[config.mk]
export PLATFORM = sky130hd
export DESIGN_NAME = washer_phase_timer_flat
export DESIGN_NICKNAME = d
export VERILOG_FILES = /design/src/rtl/washer_phase_if.sv /design/src/rtl/washer_phase_timer.sv /design/src/flat_wrapper.sv
export SDC_FILE = /design/constraint.sdc
export NUM_CORES = 1
export LEC_CHECK = 0
export CORE_ASPECT_RATIO = 1.75
export CORE_UTILIZATION = 45
export DETAILED_ROUTE_END_ITERATION = 16
export MAX_ROUTING_LAYER = met4
export SLEW_MARGIN = 20
export SYNTH_ARGS = -nofsm -noshare
export SYNTH_HDL_FRONTEND = slang
export SYNTH_SLANG_ARGS = --single-unit
[constraint.sdc]
create_clock -name clk -period 6.2 [get_ports clk]
set_clock_uncertainty 0.05 [all_clocks]
set_input_delay 1.86 -clock clk [delete_from_list [all_inputs] [get_ports clk]]
set_output_delay 1.86 -clock clk [all_outputs]
set_load 0.05 [all_outputs]
[src/rtl/washer_phase_if.sv]
// Actuator-side signals between the washer controller FSM and its phase timer.
// The master drives actuator outputs and reads the done flags; the slave times the phases.
interface washer_phase_if;
  logic Water;
  logic Agitator;
  logic R;
  logic Pump;
  logic Motor;
  logic Door;
  logic Tf;
  logic Tw;
  logic Tr;
  logic Td;
  logic Ts;

  modport master (
    output Water, Agitator, R, Pump, Motor, Door,
    input  Tf, Tw, Tr, Td, Ts
  );

  modport slave (
    input  Water, Agitator, R, Pump, Motor, Door,
    output Tf, Tw, Tr, Td, Ts
  );
endinterface

[src/rtl/washer_phase_timer.sv]
// Decodes the washer FSM's actuator outputs into a phase, times it with a prescaled
// tick counter and raises that phase's done flag once its duration has elapsed.
//
// state | meaning
// IDLE  | no actuator active; counters cleared, all flags low
// FILL  | Water on
// WASH  | Agitator on, R=0
// RINSE | Agitator on, R=1
// DRAIN | Pump on, Motor off
// SPIN  | Motor on; frozen while Door open
module washer_phase_timer #(
  parameter int TICK_DIV = 4,
  parameter int CW       = 16,
  parameter int FILL_T   = 3,
  parameter int WASH_T   = 4,
  parameter int RINSE_T  = 4,
  parameter int DRAIN_T  = 2,
  parameter int SPIN_T   = 5
) (
  input logic           clk,
  input logic           reset,
  washer_phase_if.slave bus
);

  typedef enum logic [2:0] {
    IDLE  = 3'd0,
    FILL  = 3'd1,
    WASH  = 3'd2,
    RINSE = 3'd3,
    DRAIN = 3'd4,
    SPIN  = 3'd5
  } phase_t;

  localparam int PW = (TICK_DIV > 1) ? $clog2(TICK_DIV) : 1;
  localparam logic [PW-1:0] PRE_LAST = PW'(TICK_DIV - 1);

  // A zero duration would otherwise never be reached before the first tick.
  localparam int FILL_E  = (FILL_T  < 1) ? 1 : FILL_T;
  localparam int WASH_E  = (WASH_T  < 1) ? 1 : WASH_T;
  localparam int RINSE_E = (RINSE_T < 1) ? 1 : RINSE_T;
  localparam int DRAIN_E = (DRAIN_T < 1) ? 1 : DRAIN_T;
  localparam int SPIN_E  = (SPIN_T  < 1) ? 1 : SPIN_T;

  phase_t          phase_q, phase_d, phase_dec;
  logic [PW-1:0]   pre_q, pre_d, pre_base;
  logic [CW-1:0]   elapsed_q, elapsed_d, el_base, dur;
  logic            done_q, done_d, done_base;
  logic            change, frozen, tick;

  always_comb begin
    phase_dec = IDLE;
    if (bus.Water)                  phase_dec = FILL;
    else if (bus.Agitator && !bus.R) phase_dec = WASH;
    else if (bus.Agitator)          phase_dec = RINSE;
    else if (bus.Motor)             phase_dec = SPIN;
    else if (bus.Pump)              phase_dec = DRAIN;
  end

  always_comb begin
    dur = CW'(1);
    case (phase_dec)
      FILL:    dur = CW'(FILL_E);
      WASH:    dur = CW'(WASH_E);
      RINSE:   dur = CW'(RINSE_E);
      DRAIN:   dur = CW'(DRAIN_E);
      SPIN:    dur = CW'(SPIN_E);
      default: dur = CW'(1);
    endcase
  end

  always_ff @(posedge clk) begin
    if (reset) begin
      phase_q   <= IDLE;
      pre_q     <= '0;
      elapsed_q <= '0;
      done_q    <= 1'b0;
    end else begin
      phase_q   <= phase_d;
      pre_q     <= pre_d;
      elapsed_q <= elapsed_d;
      done_q    <= done_d;
    end
  end

  // A phase change clears the counters and still counts as the first cycle of the new phase.
  always_comb begin
    change    = (phase_dec != phase_q);
    frozen    = (phase_dec == SPIN) && bus.Door && !change;
    pre_base  = change ? '0 : pre_q;
    el_base   = change ? '0 : elapsed_q;
    done_base = change ? 1'b0 : done_q;
    phase_d   = phase_dec;
    pre_d     = pre_base;
    elapsed_d = el_base;
    done_d    = done_base;
    tick      = 1'b0;
    if (phase_dec == IDLE) begin
      pre_d     = '0;
      elapsed_d = '0;
      done_d    = 1'b0;
    end else if (!frozen) begin
      tick  = (pre_base == PRE_LAST);
      pre_d = tick ? '0 : pre_base + PW'(1);
      if (tick) begin
        elapsed_d = (&el_base) ? el_base : el_base + CW'(1);
        if (elapsed_d >= dur) done_d = 1'b1;
      end
    end
  end

  // Qualifying with the decoded phase keeps a stale flag away from the FSM on the change cycle.
  always_comb begin
    logic live;
    live   = done_q && (phase_dec == phase_q);
    bus.Tf = live && (phase_q == FILL);
    bus.Tw = live && (phase_q == WASH);
    bus.Tr = live && (phase_q == RINSE);
    bus.Td = live && (phase_q == DRAIN);
    bus.Ts = live && (phase_q == SPIN);
  end

endmodule

[src/flat_wrapper.sv]
// flat-port wrapper written by rule: the top's interface ports become plain ports
module washer_phase_timer_flat 
#(
  parameter int TICK_DIV = 4,
  parameter int CW       = 16,
  parameter int FILL_T   = 3,
  parameter int WASH_T   = 4,
  parameter int RINSE_T  = 4,
  parameter int DRAIN_T  = 2,
  parameter int SPIN_T   = 5
)
  (clk, reset, bus_Water, bus_Agitator, bus_R, bus_Pump, bus_Motor, bus_Door, bus_Tf, bus_Tw, bus_Tr, bus_Td, bus_Ts);
  washer_phase_if bus_i ();
  input logic clk;
  input logic reset;
  input wire logic [$bits(bus_i.Water)-1:0] bus_Water;
  input wire logic [$bits(bus_i.Agitator)-1:0] bus_Agitator;
  input wire logic [$bits(bus_i.R)-1:0] bus_R;
  input wire logic [$bits(bus_i.Pump)-1:0] bus_Pump;
  input wire logic [$bits(bus_i.Motor)-1:0] bus_Motor;
  input wire logic [$bits(bus_i.Door)-1:0] bus_Door;
  output wire logic [$bits(bus_i.Tf)-1:0] bus_Tf;
  output wire logic [$bits(bus_i.Tw)-1:0] bus_Tw;
  output wire logic [$bits(bus_i.Tr)-1:0] bus_Tr;
  output wire logic [$bits(bus_i.Td)-1:0] bus_Td;
  output wire logic [$bits(bus_i.Ts)-1:0] bus_Ts;
  assign bus_i.Water = bus_Water;
  assign bus_i.Agitator = bus_Agitator;
  assign bus_i.R = bus_R;
  assign bus_i.Pump = bus_Pump;
  assign bus_i.Motor = bus_Motor;
  assign bus_i.Door = bus_Door;
  assign bus_Tf = bus_i.Tf;
  assign bus_Tw = bus_i.Tw;
  assign bus_Tr = bus_i.Tr;
  assign bus_Td = bus_i.Td;
  assign bus_Ts = bus_i.Ts;
  washer_phase_timer #(.TICK_DIV(TICK_DIV), .CW(CW), .FILL_T(FILL_T), .WASH_T(WASH_T), .RINSE_T(RINSE_T), .DRAIN_T(DRAIN_T), .SPIN_T(SPIN_T)) u_core (.clk(clk), .reset(reset), .bus(bus_i));
endmodule
### After elaboration in Yosys (flattened, before gate mapping)

Cells that the tools add are included.

* logic and storage cells: 52
* output and inout bits: 5
* input bits: 8
* register bits after elaboration: 22

* multiplexer cells: 17
* reduce and logical (&&, ||, !) cells: 15
* magnitude comparators: 1
* equality and inequality tests: 13
* add/subtract/negate cells: 2

Operator list (number)
* two-way mux 16 bit: 4
* adder 16 x 1 -> 16 bit, second input constant: 1
* greater-or-equal comparator 16 x 3 -> 1 bit: 1
* AND reduction 16 bit: 1
* two-way mux 3 bit: 5
* == test 3 x 2 -> 1 bit, second input constant: 4
* == test 3 bit, second input constant: 4
* case mux 3 bit (4 select lines): 1
* logical AND 1 bit: 9
* == test 3 x 1 -> 1 bit, second input constant: 2
* two-way mux 2 bit: 3
* two-way mux 1 bit: 4
* OR reduction 2 bit: 2
* == test 3 bit: 1
* logical NOT 3 bit: 1
* != test 3 bit: 1
* adder 2 x 1 -> 2 bit, second input constant: 1
* == test 2 bit, second input constant: 1
* logical NOT 1 bit: 2

### Logic depth before layout (Yosys ltp)

* word-level depth: 13
* gate-level depth with buffers: 17
* depth with buffers taken out: 16

### Worst setup path after synthesis

Ideal clock, no wire load.

* path kind: input -> output
* from: input bus_Motor
* to: output bus_Tf
* buffers on the path: 0
* arrival time: 4.681 ns
* stages: 6
* required time: 4.290 ns
* slack: -0.391 ns
* cells stage by stage: nor2_1 mux2_2 o31a_2 nor2_1 nand2_1 nor4b_1

* longest elaborated chain between the ends: 7

Ends and longest elaborated chain
* start: declaration: line flat_wrapper.sv:20 `input wire logic [$bits(bus_i.Motor)-1:0] bus_Motor;`
* two-way mux 3 bit: line washer_phase_timer.sv:55 `else if (bus.Motor) phase_dec = SPIN;`
* two-way mux 3 bit: line washer_phase_timer.sv:54 `else if (bus.Agitator) phase_dec = RINSE;`
* two-way mux 3 bit: line washer_phase_timer.sv:53 `else if (bus.Agitator && !bus.R) phase_dec = WASH;`
* two-way mux 3 bit: line washer_phase_timer.sv:52 `if (bus.Water) phase_dec = FILL;`
* == test 3 bit: line washer_phase_timer.sv:114 `live = done_q && (phase_dec == phase_q);`
* logical AND 1 bit: line washer_phase_timer.sv:114
* logical AND 1 bit: line washer_phase_timer.sv:115 `bus.Tf = live && (phase_q == FILL);`
* end: declaration: line flat_wrapper.sv:22 `output wire logic [$bits(bus_i.Tf)-1:0] bus_Tf;`

No other way between the ends.

### Worst setup path in the final report

Same ends and word-level chain as after synthesis.

==> impl_metrics.json <==
{
  "ios": 13,
  "hold_viol_final": 0,
  "dieWidth_um": 49.43,
  "via_count": 1803,
  "gr-total-overflow": 0,
  "ir_worst_vdd_v": 0.0001366,
  "async_flop_share": 0,
  "die_h_um": 85.01,
  "cts_sinks": 22,
  "ys_seq_elements": 22,
  "first_pass_iters": 4,
  "crit_arrival_ps": 4070,
  "post_cts_resized": 0,
  "hold_buffers": 0,
  "n_fill_cell": 374,
  "clk_latency_ps": 270,
  "rsz0062_at_grt": "false",
  "endpoint": "bus_Tf",
  "yosysMostFrequentCell": "nor2_1",
  "root_buffer": "clkbuf_8",
  "layout_min_cycle_time_ps": 5982,
  "rows": 29,
  "yosys.area.top_type_share": 0.2486,
  "cts_setup_buffers": 0,
  "critical_path_class": "input pin to output port",
  "critPathLaunchType": "input pin",
  "cts_tree": "done",
  "fin_util": 0.5703,
  "drive_above_1_share": 0.1957,
  "r2r_end": "u_core.done_q$_SDFF_PP0_",
  "yosysWarnings": 0,
  "reg2reg_from": "u_core.phase_q[2]$_SDFF_PP0_",
  "cp_cell_sequence": "clkdlybuf4s50_1 -> nor2_1 -> mux2_2 -> o31a_2 -> nor2_1 -> nand2_1 -> nor4b_2 -> buf_12",
  "gp_congestion": 0.9612,
  "hold_class": "register to register",
  "final_area_um2": 2111,
  "dieArea_um2": 4202,
  "wire_per_inst_um": 17.88,
  "setup-tns-final_ps": 0,
  "drcViolationCount": 0,
  "grt_max_degree": 14,
  "ys_types": 63,
  "syn_nets": 229,
  "period_share": 0.9648,
  "grt_pass1_vias": 1780,
  "via_per_inst": 6.416,
  "postRouteAntennaNets": 0,
  "syn_inst": 216,
  "coreArea_um2": 3701,
  "port_buffers": 12,
  "cts_buffers": 3,
  "dr.max_layer_used": "met4",
  "grt.total_usage": 0.2645,
  "dp_hpwl_mm": 4.053,
  "final_nets": 249,
  "diodes": 0,
  "drv_cap": 0,
  "htree_levels": 1,
  "met2_length_mm": 2.735,
  "critPathMaxFanout": 6,
  "placed_cell_area_um2": 2039,
  "endpoint_kind": "output port",
  "slew_viol_final": 0,
  "crit_path_top_delay_cell": "clkdlybuf4s50_1",
  "yosys.area.top_type": "dfxtp_1",
  "p_leak_nw": 0.7333,
  "synthTopCellsByCount": "nor2_1, dfxtp_1, nand2_1, a21oi_1, nor3_1",
  "avgSynthCellArea_um2": 8.202,
  "drt-initial-drc-count": 50,
  "multi_input_area_um2": 1247,
  "rr_worst_depth": 16,
  "synth-seq-area-share": 0.2486,
  "power.density_nw_per_um2": 158.1,
  "status": "finished, final reports clean",
  "syn_area_um2": 1772,
  "synth_edf_count": 0,
  "critPathMostFrequentCell": "nor2_1",
  "crit_required_ps": 4290,
  "regToRegSetupSlack_ps": 2120,
  "slowest_delay_ps": 480,
  "maxSlewHeadroom": 0.5129,
  "tightest_slew_ps": 726.2,
  "finalSetupViolations": 0,
  "clkTransAtPathRegs_ps": 90,
  "initial_core_util": 0.4787,
  "ys.flop_type": "dfxtp_1",
  "syn2layout_area_growth_pct": 19.14,
  "synthTopCellsByArea": "dfxtp_1, nor2_1, nand2_1, ha_1, xnor2_1",
  "met3_wirelength_um": 146,
  "grt_pass1_wl_mm": 8.342,
  "crit_start": "bus_Motor",
  "ctsLongestPathBuffers": 2,
  "routed_wl_mm": 5.025,
  "wl_met1_mm": 1.819,
  "fmax_mhz": 167.2,
  "antenna_found_initial": 0,
  "regArea_um2": 440.4
}
cells in the final DEF, fill, tap and decap left out, drive strengths merged, types with 5 or more instances in the layout:
master	count
a21oi	12
and3	7
buf	19
clkdlybuf4s50	7
dfxtp	22
ha	5
inv	5
nand2	18
nand3	7
nand4	5
nor2	26
nor3	9
o31ai	8
xnor2	8
routing by layer:
| layer | vias up | track usage |
|---|---|---|
| li1 | 864 | - |
| met1 | 860 | 0.2500 |
| met2 | 55 | 0.4869 |
| met3 | 24 | 0.02688 |
| met4 | 0 | 0.1792 |
| met5 | - | - |
logic make-up after synthesis:
kind of cell	after synthesis	share of synthesized area
DFF	22	0.2486
buffers and inverters	16	0.06144
AOI/OAI and AO/OA	53	0.2225
xor gates and xnor gates	12	0.06356
muxes	5	0.03037
adders and majority gates	5	0.03531
and+or+nand+nor	103	0.3383
critical path, delay by kind of cell:
kind,cells,cell delay [ps]
buffers and inverters,2,670
AO/OA/AOI/OAI,1,310
multiplexers,1,360
AND/OR/NAND/NOR,4,870
area by class of cell:
class	count	share of cell area
Sequential cell	22	0.2087
Tap cell	46	0.02727
Multi-Input combinational cell	178	0.5910
Inverter	5	0.008892
Clock buffer	3	0.01956
Clock inverter	1	0.01423
Timing Repair Buffer	26	0.1304
metrics by stage:
step                worst slack, ps  instances  power [mW]  hold slack, ps
finish                        218.0        281      0.3337           423.3
global route                  61.84        281      0.3431           456.8
CTS                           211.2        281      0.3331           429.6
detailed placement            195.8        277      0.1973           417.7
global placement              234.5        277      0.1964           410.0
floorplan                     156.8        216      0.1744           389.3
flip-flops by register name (all words and copies together) (netlist names):
| register | count |
|---|---|
| u_core.done_q | 1 |
| u_core.elapsed_q | 16 |
| u_core.phase_q | 3 |
| u_core.pre_q | 2 |
power by group:
group          switching [mW]  internal (mW)  total, mW  leakage, nW
clock network          0.0525         0.0863      0.139       0.0357
logic                  0.0261         0.0223     0.0483        0.519
registers             0.00323          0.143      0.146        0.178
worst min path at each step:
stage	cells after the start	startpoint	slack, ps	endpoint
floorplan	2	u_core.pre_q[1]$_SDFF_PP0_	390	u_core.pre_q[1]$_SDFF_PP0_
global placement	2	u_core.pre_q[1]$_SDFF_PP0_	410	u_core.pre_q[1]$_SDFF_PP0_
detailed placement	2	u_core.pre_q[1]$_SDFF_PP0_	420	u_core.pre_q[1]$_SDFF_PP0_
CTS	2	u_core.pre_q[1]$_SDFF_PP0_	430	u_core.pre_q[1]$_SDFF_PP0_
global route	2	u_core.pre_q[1]$_SDFF_PP0_	460	u_core.pre_q[1]$_SDFF_PP0_
finish	2	u_core.pre_q[1]$_SDFF_PP0_	420	u_core.pre_q[1]$_SDFF_PP0_
No activity file was read; power rests on OpenSTA's default activity.
